--- config.mk ---
export PLATFORM = sky130hd
export DESIGN_NAME = pc_sequencer
export DESIGN_NICKNAME = d
export VERILOG_FILES = /design/src/rtl/pc_sequencer.sv
export SDC_FILE = /design/constraint.sdc
export NUM_CORES = 1
export LEC_CHECK = 0
export CORE_MARGIN = 10
export CORE_UTILIZATION = 44
export DETAILED_ROUTE_END_ITERATION = 7
export HOLD_SLACK_MARGIN = 0.12
export MAX_ROUTING_LAYER = met4
export PLACE_DENSITY = 0.78
export SETUP_SLACK_MARGIN = 0.05
export SKIP_LAST_GASP = 1
export SYNTH_ARGS = -nofsm -noshare
export SYNTH_HDL_FRONTEND = slang
export SYNTH_SLANG_ARGS = --single-unit
export TNS_END_PERCENT = 30
--- constraint.sdc ---
create_clock -name clk -period 3.07 [get_ports clk]
set_input_delay 0.614 -clock clk [delete_from_list [all_inputs] [get_ports clk]]
set_output_delay 0.614 -clock clk [all_outputs]
set_load 0.01 [all_outputs]
--- src/rtl/pc_sequencer.sv ---
// Fetch program-counter sequencer: sequential, branch, jump and exception redirects with a fetch handshake.
// Optional PC_ALIGN_CHECK_EN: misaligned redirect targets trap to EXC_VECTOR and pulse misalign.
module pc_sequencer #(
    parameter logic [31:0] RESET_VECTOR = 32'h0000_0000,
    parameter logic [31:0] EXC_VECTOR   = 32'h0000_0100
) (
    input  logic        clk,
    input  logic        rst,
    output logic [31:0] pc,
    output logic        fetch_valid,
    input  logic        fetch_ready,
    input  logic        stall,
    input  logic        exc_req,
    input  logic        jmp_en,
    input  logic [31:0] jmp_target,
    input  logic        br_taken,
    input  logic [31:0] br_target,
    output logic        flush,
    output logic        misalign,
    output logic [31:0] fetch_count
);

    // state  | meaning
    // BOOT   | reset vector loaded, no request yet
    // RUN    | pc presented as a fetch request
    // HOLD   | pipeline stalled, request still visible
    // BUBBLE | one idle cycle after a redirect
    typedef enum logic [1:0] {BOOT, RUN, HOLD, BUBBLE} state_t;

    state_t      state_q, state_d;
    logic [31:0] pc_q, pc_d;
    logic [31:0] count_q, count_d;
    logic        flush_q, flush_d;
    logic        misalign_q, misalign_d;

    logic        redirect;
    logic        accept;
    logic [31:0] sel_target;
    logic [31:0] redir_pc;
    logic        bad_align;

    always_ff @(posedge clk) begin
        if (rst) begin
            state_q    <= BOOT;
            pc_q       <= RESET_VECTOR;
            count_q    <= '0;
            flush_q    <= 1'b0;
            misalign_q <= 1'b0;
        end else begin
            state_q    <= state_d;
            pc_q       <= pc_d;
            count_q    <= count_d;
            flush_q    <= flush_d;
            misalign_q <= misalign_d;
        end
    end

    assign redirect   = exc_req | jmp_en | br_taken;
    assign accept     = fetch_valid & fetch_ready & ~stall;
    assign sel_target = jmp_en ? jmp_target : br_target;

`ifdef PC_ALIGN_CHECK_EN
    assign bad_align = ~exc_req & (sel_target[1:0] != 2'b00);
    assign redir_pc  = (exc_req | bad_align) ? EXC_VECTOR : sel_target;
`else
    assign bad_align = 1'b0;
    assign redir_pc  = exc_req ? EXC_VECTOR : (sel_target & ~32'h3);
`endif

    always_comb begin
        state_d    = state_q;
        pc_d       = pc_q;
        count_d    = count_q;
        flush_d    = 1'b0;
        misalign_d = 1'b0;
        case (state_q)
            BOOT: state_d = RUN;
            RUN, HOLD: begin
                // A redirect never blocks counting of a fetch accepted in the same cycle.
                if (accept)
                    count_d = count_q + 32'd1;
                if (redirect) begin
                    pc_d       = redir_pc;
                    flush_d    = 1'b1;
                    misalign_d = bad_align;
                    state_d    = BUBBLE;
                end else if (accept) begin
                    pc_d    = pc_q + 32'd4;
                    state_d = RUN;
                end else if (stall) begin
                    state_d = HOLD;
                end else begin
                    state_d = RUN;
                end
            end
            BUBBLE: begin
                if (redirect) begin
                    pc_d       = redir_pc;
                    flush_d    = 1'b1;
                    misalign_d = bad_align;
                end else begin
                    state_d = RUN;
                end
            end
            default: state_d = BOOT;
        endcase
    end

    always_comb begin
        fetch_valid = (state_q == RUN) || (state_q == HOLD);
        pc          = pc_q;
        fetch_count = count_q;
        flush       = flush_q;
        misalign    = misalign_q;
    end

endmodule

-- Word-level counts from Yosys, hierarchy flattened
Index checks and enable logic that the tools add are counted.
- flip-flop bits (word level): 67
- input bits: 71
- output and inout bits: 67
- word-level logic and storage cells: 38
- add/sub/neg operators: 2
- equality and inequality tests: 6
- mux-type cells: 12
- bitwise logic cells: 6
- reduce and logical (&&, ||, !) cells: 8
- operator list (operator ; count):
    $mux 32 ; 5
    $pmux 32 s2 ; 1
    $add 32x1->32 const B ; 1
    $add 32x3->32 const B ; 1
    $mux 2 ; 4
    $pmux 2 s3 ; 1
    $eq 2x2->1 const B ; 2
    $ne 2x2->1 const B ; 2
    $reduce_or 2->1 ; 2
    $ne 3x3->1 const B ; 1
    $reduce_and 3->1 ; 1
    $reduce_or 3->1 ; 1
    $and 1x1->1 ; 2
    $eq 2x1->1 const B ; 1
    $logic_not 2->1 ; 1
    $not 1->1 ; 2
    $or 1x1->1 ; 2
    $reduce_and 2->1 ; 1
    $reduce_bool 2->1 ; 1
    $logic_or 1x1->1 ; 1
    $mux 1 ; 1

-- Depth between registers and ports, before layout
Gate-level depths: netlist of run 1.
- depth after elaboration: 7
- depth in mapped cells: 9
- depth with buffers taken out: 7

-- Worst setup path before layout of run 1
Ideal clock, no wire load.
- kind: reg2reg
- start point: reg state_q[1]
- end point: reg count_q[29] (netlist: fetch_count[29])
- library setup time: 121 ps
- arrival: 2151 ps
- required time: 2949 ps
- setup slack: 798 ps
- cell stages (with the launch flop): 8
- buffers on the path: 0
- period minus slack after synthesis: 2272 ps
- cells stage by stage: dfxtp_1 -> inv_1 -> ha_1 -> nand4b_1 -> nor4_2 -> nand3_1 -> nor3_1 -> mux2_2
- word-level cells in the longest chain between the ends: 5
- elaborated cells on any way between the ends: 7
- those cells by class: 2 x eq/ne; 2 x bitwise; 3 x reduce/logical
- RTL lines (what ; RTL line ; RTL):
    start, declared ; 30 ; state_t state_q, state_d;
    start signal, assigned ; 50 ; state_q <= state_d;
    $eq 2x1->1 / $eq 2x2->1 (equally long branches) ; 110 ; fetch_valid = (state_q == RUN) || (state_q == HOLD);
    $logic_or 1x1->1 * ; 110 ;
    net fetch_valid ; 10 ; output logic fetch_valid,
    $and 1x1->1 * (2 in series) ; 59 ; assign accept = fetch_valid & fetch_ready & ~stall;
    $reduce_and 2->1 (no source line) * ; n/a ;
    end signal, assigned ; 52 ; count_q <= count_d;
    end, declared ; 32 ; logic [31:0] count_q, count_d;
Mark *: on every way through the listed nets, which the timed path passes. The rest lies on a longest branch.
A chain may end at the register's enable or synchronous reset.

-- Final worst setup path of run 1
- start point: in fetch_ready
- end point: reg pc_q[19] (netlist: pc[19])
- word-level cells in the longest chain between the ends: 4
- RTL lines (what ; RTL line ; RTL):
    start, declared ; 11 ; input logic fetch_ready,
    $and 1x1->1 (2 in series) ; 59 ;
    $ne 3x3->1 (no source line) ; n/a ;
    $reduce_and 3->1 (no source line) ; n/a ;
    end signal, assigned ; 51 ; pc_q <= pc_d;
    end, declared ; 31 ; logic [31:0] pc_q, pc_d;
No other way between the ends.

==> summary.md, run 1 <==
| Metric | Value |
|---|---|
| Post-cts resize count | 0 |
| Setup TNS Final | 0 ns |
| First-pass GRT wire length | approximately 21000 µm |
| Final hold vios | 0 |
| Inst Count DP | 735 |
| Clock Sinks | 65 |
| Crit path time final | 2.431 ns |
| Power density cells | 379.4 nW/µm² |
| Met3 routed WL | 1248 µm |
| CTS tree | yes |
| RSZ-0062 raised after global routing | no |
| Core area | 8806 µm² |
| Clk buf depth | 2 |
| Post-synth top area cell | dfxtp_1 |
| Layout Cells excl Fill | 748 |
| Reg clk slew, reported paths | ~0.060 ns |
| Crit-path max FO | 8 |
| Achievable Freq | 411.4 MHz |
| Synthesized instance count | 510 |
| Vias | 4399 |
| Crit path capture type | flip-flop |
| Synth area leaders | dfxtp_1, mux2i_1, a21oi_1 |
| Worst slew pin tran | roughly 1 ns |
| Detailed Place HPWL | 10120 µm |
| Avg WL per Cell | 17.70 µm |
| Reg2reg start | state_q[1] |
| EDFF count, synth | 0 |
| Fin nets | 713 |
| Initial core utilization | 45.64% |
| VDD IR-drop max | around 0.22 mV |
| Chip height | around 120 µm |
| Most common cell in the netlist | dfxtp_1 |
| Final worst path period share | 79.18% |
| Num CTS Buffers | 9 |
| Seq/Total Area, Yosys | approximately a third |
| GP Congestion | 0.9211 |
| Distinct cells, synth | 59 |
| Drt via density | 5.881 |
| M1 wire length | 5513 µm |
| FP Rows | 34 |
| Setup CP Type | in2reg |
| Worst Setup SP | fetch_ready |
| Final Max Tran Viols | 0 |
| Layout cell share with drive strength beyond 1 | 7.344% |
| Hold buffer count at CTS | 0 |
| Input/output buffers | 130 |
| DR pass1 iterations | 5 |
| Worst-path cell chain | clkdlybuf4s50_1 > or3b_4 > a211o_1 > buf_4 > a21oi_1 > or3b_1 > o31ai_1 |
| Status | finished clean |
| Async S/R FF share, synth | 0% |
| Die width | 115.6 µm |
| Core Util, Final | 63.44% |
| Area growth syn-to-layout | 39.01% |
| Clock latency on the worst-skew pair | roughly 0.34 ns |
| Hold_sp | state_q[1] |
| N_diodes | 0 |
| Io pins | 138 |
| DR top layer | met4 |
| Top cells by count, synth | dfxtp_1, nor2_1, a21oi_1, nand2_1, nand3_1 |
| Clock Skew | 0.008018 ns |
| Mapped cell area | 4019 µm² |
| Worst EP arrival | 2.67 ns |
| WP data required | 3.31 ns |
| Die footprint | 13360 µm² |
| Top FF cell, synth | dfxtp_1 |
| Total gr overflow | 0 |
| Number of antenna violations at the first check in global routing | 0 |
| HP Class | reg2reg |
| Initial DRC Count | 213 |
| Largest net degree at the start of global routing | 57 |
| Cell leakage power | 1.997 nW |
| Post CTS Setup Buffer Count | 0 |
| Setup Viol. Count Final | 0 |
| CP max stage cell | clkdlybuf4s50_1 |
| Number of H-tree levels | 3 |
| Vias in the first global route | about 4400 |
| Post-route antenna net violation count | 0 |
| CP max stage delay | 0.51 ns |
| Clock root buffer | clkbuf_8 |
| DR WL met2 | 6176 µm |
| YS warnings | 0 |
| Avg Cell Area, Syn | 7.880 µm² |
| Crit start category | input port |
| Max Cap Viol | 0 |
| DR DRC count | 0 |
| Final wirelength | roughly 13000 µm |
| GR Util All Layers | 20.02% |
| Rel. slew slack | 33.60% |
| Post-synth top area share | 32.38% |
| FF+latch count, synth | 65 |
## metal layers
metal  vias to the layer above  track usage (%)
li1                       2139                -
met1                      2051            23.08
met2                       190            32.34
met3                        19            6.718
met4                         0            5.997
met5                         -                -
## path summary, 6_finish.rpt
kind | end | slack, ns | cells after the start
setup reg to reg | fetch_count[29] | 0.73 | 7
hold / removal | state_q[1] | 0.50 | 2
setup / recovery | pc[19] | 0.64 | 7
hold reg to reg | state_q[1] | 0.50 | 2
## layout by cell type, fill, tap and decap left out, types with 19 or more instances in the layout
master and n:
nand2_1 42, nor2_1 50, xor2_1 19, dfxtp_1 65, nand4_1 20, nand3_1 28, clkdlybuf4s50_1 128, o21ai_0 27
mux2i_1 24, a21oi_1 42
## logic make-up after synthesis
kind of cell / Yosys count / share of synthesized area, %
compound gates: 121 / 18.34
xor+xnor: 22 / 4.795
fa+ha+maj: 4 / 1.245
buf+inv: 43 / 4.669
flops: 65 / 32.38
mux: 30 / 7.659
other cells: 1 / 0.09331
simple gates: 224 / 30.82
## area by class of cell
type,count,area [µm²]
clock buffer,12,145.1
sequential,65,1301
fill,774,3219
clock inverter,1,5.005
timing repair buffer,146,1411
tap,108,135.1
multi-input combinational,404,2544
inverter,12,45.04
## flip-flops by register name (all words and copies together), names as in the netlist
| name | cells |
|---|---|
| state_q | 2 |
| fetch_count | 32 |
| pc | 30 |
| flush | 1 |
## power by group
group | total [W] | leakage [nW] | internal, W | switching [W]
logic | 0.000540 | 1.39 | 0.000273 | 0.000268
registers | 0.000968 | 0.528 | 0.000892 | 0.0000762
clock network | 0.000611 | 0.0782 | 0.000301 | 0.000310
## worst max-delay path: cells and delay by family
kind	cells	cell delay (ns)
simple gates	2	0.79
compound gates	3	0.57
buf+inv	2	0.70
## metrics by stage
stage,cell area [µm²],setup slack [ns],total power (W),hold slack (ns)
6_report,5587,0.6392,0.002119,0.5009
4_1_cts,5587,0.6590,0.002132,0.4958
2_1_floorplan,4026,0.7982,0.001248,0.4645
3_3_place_gp,5436,0.3602,0.001506,0.4670
3_5_place_dp,5436,0.3033,0.001522,0.4857
5_1_grt,5587,0.5052,0.002217,0.5117
Power figures use the tool's default switching activity.
==> run 2: changes to the inputs <==
==> constraint.sdc (replaced) <==
create_clock -name clk -period 2.39 [get_ports clk]
set_input_delay 0.478 -clock clk [delete_from_list [all_inputs] [get_ports clk]]
set_output_delay 0.478 -clock clk [all_outputs]
set_load 0.01 [all_outputs]
==> run 2 against run 1 <==
Compared with the run above: sequential share of layout area fell by 0.98 points; non-clock buffer count rose by 25; worst setup slack lost 0.45 ns; register-to-register slack got worse by 0.47 ns; final cell count increased by 3.7%; critical path type unchanged; largest power group unchanged.
==> summary.md, run 2 (synthesis gave the netlist of run 1 again) <==
| Metric | Value |
|---|---|
| DR DRC count | 0 (unchanged) |
| DR pass1 iterations | 5 (unchanged) |
| Power density cells | 501.4 nW/µm² (was 379.4 nW/µm²) |
| N_diodes | 0 (unchanged) |
| Core Util, Final | 66.24% (was 63.44%) |
| Drt via density | 5.765 (was 5.881) |
| Reg clk slew, reported paths | 0.07 ns (was 0.06 ns) |
| Num CTS Buffers | 9 (unchanged) |
| WP data required | 2.66 ns (was 3.31 ns) |
| Cell leakage power | 2.143 nW (was 1.997 nW) |
| Die width | 115.6 µm (unchanged) |
| Status | finished clean (unchanged) |
| Worst EP arrival | 2.47 ns (was 2.67 ns) |
| Hold_sp | state_q[1] (unchanged) |
| Rel. slew slack | 55.00% (was 33.60%) |
| Worst slew pin tran | 0.6751 ns (was 0.9960 ns) |
| VDD IR-drop max | 0.2515 mV (was 0.2245 mV) |
| Hold buffer count at CTS | 0 (unchanged) |
| Vias | 4474 (was 4399) |
| Layout cell share with drive strength beyond 1 | 11.38% (was 7.344%) |
| Number of H-tree levels | 3 (unchanged) |
| Clk buf depth | 2 (unchanged) |
| RSZ-0062 raised after global routing | no (unchanged) |
| Achievable Freq | 454.7 MHz |
| Pre-CTS setup slack | -0.1458 ns (was 0.3033 ns) |
| Worst Setup SP | fetch_ready (unchanged) |
| Io pins | 138 (unchanged) |
| Avg WL per Cell | 17.20 µm (was 17.70 µm) |
| Crit path time final | 2.199 ns |
| HP Class | reg2reg (unchanged) |
| Setup CP Type | in2reg (unchanged) |
| Area growth syn-to-layout | 45.14% (was 39.01%) |
| Clock Sinks | 65 (unchanged) |
| Clock root buffer | clkbuf_8 (unchanged) |
| Clock latency on the worst-skew pair | 0.34 ns (about the same) |
| Crit-path max FO | 10 (was 8) |
| Total gr overflow | 0 (unchanged) |
| Setup Viol. Count Final | 0 (unchanged) |
| Max reg flops | 32 (unchanged) |
| Final hold vios | 0 (unchanged) |
| Post-route worst setup slack | 0.1909 ns (was 0.6392 ns) |
| Chip height | 115.6 µm (unchanged) |
| Vias in the first global route | 4404 (was 4360) |
| Clock Skew | 0.008451 ns (was 0.008018 ns) |
| Commonest non-fill, non-tap cell in the layout | clkdlybuf4s50_1 (unchanged) |
| Overall Power | 0.002924 W (was 0.002119 W) |
| Initial core utilization | 45.64% (unchanged) |
| Post-route antenna net violation count | 0 (unchanged) |
| Initial DRC Count | 124 (was 213) |
| Crit start category | input port (unchanged) |
| GP Congestion | 0.8972 (was 0.9211) |
| Detailed Place HPWL | 10340 µm (was 10120 µm) |
| GR Util All Layers | 20.13% (was 20.02%) |
| Most frequent cells in the layout | clkdlybuf4s50_1, dfxtp_1, nor2_1, nand2_1, a21oi_1 (unchanged) |
| Final worst path period share | 92.01% |
| Input/output buffers | 130 (unchanged) |
| Fin nets | 738 (was 713) |
| Crit path capture type | flip-flop (unchanged) |
| First-pass GRT wire length | 21630 µm (was 21380 µm) |
| FP Rows | 34 (unchanged) |
| Max Cap Viol | 0 (unchanged) |
| Largest net degree at the start of global routing | 39 (was 57) |
| Post-cts resize count | 0 (unchanged) |
| CTS tree | yes (unchanged) |
| Reg2reg start | state_q[0] (was state_q[1]) |
| Final Max Tran Viols | 0 (unchanged) |
| Post CTS Setup Buffer Count | 0 (unchanged) |
| Core area | 8806 µm² (unchanged) |
| Die footprint | 13360 µm² (unchanged) |
| Final wirelength | 13350 µm (was 13240 µm) |
| Number of antenna violations at the first check in global routing | 0 (unchanged) |
-- run 2: cell count changes in the layout (fill, tap and decap cells not counted), sizes merged --
cell      change
clkinvlp      +2
buf          +25
clkinv        +1
bufinv        +1
clkbuf        -1
-- run 2: metrics by stage --
stage	instances	area [µm²]	TNS (ns)	hold slack, ns
5_1_grt	776	5833	0	0.5217
6_report	776	5833	0	0.4934
2_1_floorplan	512	4026	0	0.4645
4_1_cts	776	5833	0	0.4951
3_5_place_dp	760	5637	-1.533	0.4850
3_3_place_gp	760	5637	-0.6013	0.4694
-- run 2: where the power goes --
group / switching, W / internal (W)
Combinational: 0.000352 / 0.000391
Sequential: 0.0000944 / 0.00115
Clock: 0.000434 / 0.000507
-- run 2: cell type report --
type,instances,area [µm²]
Clock buffer,11,141.4
Clock inverter,5,55.05
Fill cell,746,2973
Inverter,12,45.04
Multi-Input combinational cell,404,2544
Sequential cell,65,1301
Tap cell,108,135.1
Timing Repair Buffer,171,1612
-- run 2: worst paths after layout --
kind / slack, ns / cells past startpoint / to
max: 0.19 / 6 / pc[26]
min: 0.49 / 2 / state_q[1]
max reg2reg: 0.26 / 9 / pc[15]
min reg2reg: 0.49 / 2 / state_q[1]
-- run 2: worst max-delay path, cell delays in order --
cell and delay, ns:
clkdlybuf4s50_1 0.51, or3b_4 0.41, a211o_1 0.36, buf_4 0.19
or3_1 0.37, a31oi_1 0.13
-- run 2: layer usage --
layer	track usage, %	up-vias	share of wire, %
li1	-	2195	-
met4	5.236	0	1.6
met3	5.478	17	8.4
met2	33.10	185	47
met1	23.77	2077	43
met5	-	-	0
==> run 3: changes to the inputs <==
--- a/config.mk
+++ b/config.mk
@@ -6,11 +6,12 @@
 export NUM_CORES = 1
 export LEC_CHECK = 0
 export CORE_MARGIN = 10
-export CORE_UTILIZATION = 44
+export CORE_UTILIZATION = 46
+export CTS_CLUSTER_SIZE = 30
 export DETAILED_ROUTE_END_ITERATION = 7
 export HOLD_SLACK_MARGIN = 0.12
 export MAX_ROUTING_LAYER = met4
-export PLACE_DENSITY = 0.78
+export PLACE_DENSITY = 0.81
 export SETUP_SLACK_MARGIN = 0.05
 export SKIP_LAST_GASP = 1
 export SYNTH_ARGS = -nofsm -noshare
==> run 3 against run 2 <==
Compared with the run above: critical path type is now reg2out; largest cell class unchanged; clock skew down 0.00097 ns; core utilization grew 2.2 points; global-route usage up 0.65 points; worst setup slack worse by 0.015 ns; critical endpoint is now fetch_valid; maximum frequency down 0.66%; wire length grew 0.72%; clock-buffer cell count rose by 2; non-clock buffer count stayed put; register-to-register slack worse by 0.03 ns; combinational power increased by 1%; final cell count shrank 0.13%.
==> summary.md, run 3 (synthesis gave the netlist of run 1 again) <==
| Metric | Value |
|---|---|
| Status | finished clean (unchanged) |
| Crit start category | flip-flop (was input port) |
| Hold_sp | pc[31] (was state_q[1]) |
| Commonest non-fill, non-tap cell in the layout | clkdlybuf4s50_1 (unchanged) |
| Avg WL per Cell | 17.35 µm (was 17.20 µm) |
| Area growth syn-to-layout | 46.26% (was 45.14%) |
| Clock latency on the worst-skew pair | 0.35 ns (was 0.34 ns) |
| Max Cap Viol | 0 (unchanged) |
| Final Cell Area | 5878 µm² (was 5833 µm²) |
| Clock Sinks | 65 (unchanged) |
| Cell leakage power | 2.169 nW (was 2.143 nW) |
| HP Class | reg2reg (unchanged) |
| Overall Power | 0.003089 W (was 0.002924 W) |
| Clk buf depth | 2 (unchanged) |
| DR pass1 iterations | 4 (was 5) |
| Die width | 113.5 µm (was 115.6 µm) |
| Clock Skew | 0.007478 ns (was 0.008451 ns) |
| Setup TNS Final | 0 ns (unchanged) |
| CTS tree | yes (unchanged) |
| Drt via density | 5.790 (was 5.765) |
| Reg clk slew, reported paths | 0.08 ns (was 0.07 ns) |
| Final wirelength | 13440 µm (was 13350 µm) |
| Crit path time final | 2.214 ns (was 2.199 ns) |
| Reg2reg start | state_q[0] (unchanged) |
| Detailed Place HPWL | 10200 µm (was 10340 µm) |
| Achievable Freq | 451.7 MHz (was 454.7 MHz) |
| Crit-path max FO | 6 (was 10) |
| Vias in the first global route | 4485 (was 4404) |
| Worst Setup SP | state_q[0] (was fetch_ready) |
| Worst slew pin tran | 0.8195 ns (was 0.6751 ns) |
| Post CTS Setup Buffer Count | 0 (unchanged) |
| Post-route worst setup slack | 0.1763 ns (was 0.1909 ns) |
| Num CTS Buffers | 9 (unchanged) |
| Multi-input logic area | 2544 µm² (unchanged) |
| Crit path capture type | output port (was flip-flop) |
| Sequential cell area | 1301 µm² (unchanged) |
| Clock root buffer | clkbuf_8 (unchanged) |
| Rel. slew slack | 45.36% (was 55.00%) |
| Total gr overflow | 0 (unchanged) |
| Final hold vios | 0 (unchanged) |
| Die footprint | 12880 µm² (was 13360 µm²) |
| Hold buffer count at CTS | 0 (unchanged) |
| First-pass GRT wire length | 21800 µm (was 21630 µm) |
| Pre-CTS setup slack | -0.1372 ns (was -0.1458 ns) |
| Number of antenna violations at the first check in global routing | 0 (unchanged) |
| Core area | 8593 µm² (was 8806 µm²) |
| Io pins | 138 (unchanged) |
| Post-cts resize count | 0 (unchanged) |
| Placed Area | 5649 µm² (was 5637 µm²) |
| Final Max Tran Viols | 0 (unchanged) |
| WP data required | 1.91 ns (was 2.66 ns) |
| Initial DRC Count | 197 (was 124) |
| Fillers | 734 (was 746) |
| Largest net degree at the start of global routing | 46 (was 39) |
| Power density cells | 525.5 nW/µm² (was 501.4 nW/µm²) |
| Post-route antenna net violation count | 0 (unchanged) |
| Input/output buffers | 130 (unchanged) |
| GR Util All Layers | 20.78% (was 20.13%) |
| Layout cell share with drive strength beyond 1 | 11.24% (was 11.38%) |
| FP Rows | 34 (unchanged) |
| Final worst path period share | 92.62% (was 92.01%) |
| Most frequent cells in the layout | clkdlybuf4s50_1, dfxtp_1, nor2_1, nand2_1, a21oi_1 (unchanged) |
| GP Congestion | 0.9058 (was 0.8972) |
| Max reg flops | 32 (unchanged) |
| DR DRC count | 0 (unchanged) |
| Chip height | 113.5 µm (was 115.6 µm) |
| VDD IR-drop max | 0.3191 mV (was 0.2515 mV) |
| Setup Viol. Count Final | 0 (unchanged) |
| Setup CP Type | reg2out (was in2reg) |
| Initial core utilization | 46.77% (was 45.64%) |
| Worst EP arrival | 1.74 ns (was 2.47 ns) |
| N_diodes | 0 (unchanged) |
| Vias | 4487 (was 4474) |
| Core Util, Final | 68.40% (was 66.24%) |
| Fin nets | 738 (unchanged) |
| RSZ-0062 raised after global routing | no (unchanged) |
| Number of H-tree levels | 3 (unchanged) |
-- run 3: cell types whose count changed in the layout (fill, tap and decap cells not counted), sizes merged --
cell / change
clkinvlp: -2
bufinv: +1
clkbuf: +2
clkinv: -2
-- run 3: per-stage QoR --
stage          cells  hold slack [ns]
2_1_floorplan    512           0.4645
3_3_place_gp     760           0.4666
3_5_place_dp     760           0.4822
4_1_cts          775           0.4910
5_1_grt          775           0.5348
6_report         775           0.4859
-- run 3: worst max-delay path, cell delays in order (launching register included) --
cell and delay, ns:
dfxtp_1 0.34, inv_1 0.07, ha_1 0.30, buf_4 0.14
clkdlybuf4s50_1 0.54
-- run 3: routing by layer --
metal / wire, µm / part of all wire, % / global-route usage, % / up-vias
met4: 206 / 1.5 / 6.514 / 0
met5: 0 / 0 / - / -
li1: - / - / - / 2186
met3: 1073 / 8.0 / 5.197 / 17
met1: 5736 / 43 / 24.77 / 2087
met2: 6426 / 48 / 33.68 / 197
-- run 3: final timing paths --
check                              endpoint  cells after the start  slack [ns]
worst min register to register       pc[31]                      2        0.49
worst min-delay path                 pc[31]                      2        0.49
worst max register to register       pc[22]                      9        0.23
worst max-delay path            fetch_valid                      4        0.18
-- run 3: layout make-up --
| class | instances | share of cell area (%) |
|---|---|---|
| multi-input combinational | 404 | 43.27 |
| timing repair buffer | 171 | 27.63 |
| sequential | 65 | 22.14 |
| clock buffer | 13 | 2.874 |
| tap | 108 | 2.299 |
| clock inverter | 2 | 1.022 |
| inverter | 12 | 0.7663 |
-- run 3: power breakdown --
part	switching, W	leakage (nW)	internal [W]
registers	0.0000914	0.528	0.00115
clock network	0.000431	0.116	0.000668
logic	0.000357	1.52	0.000396
total	0.000879	2.17	0.00221
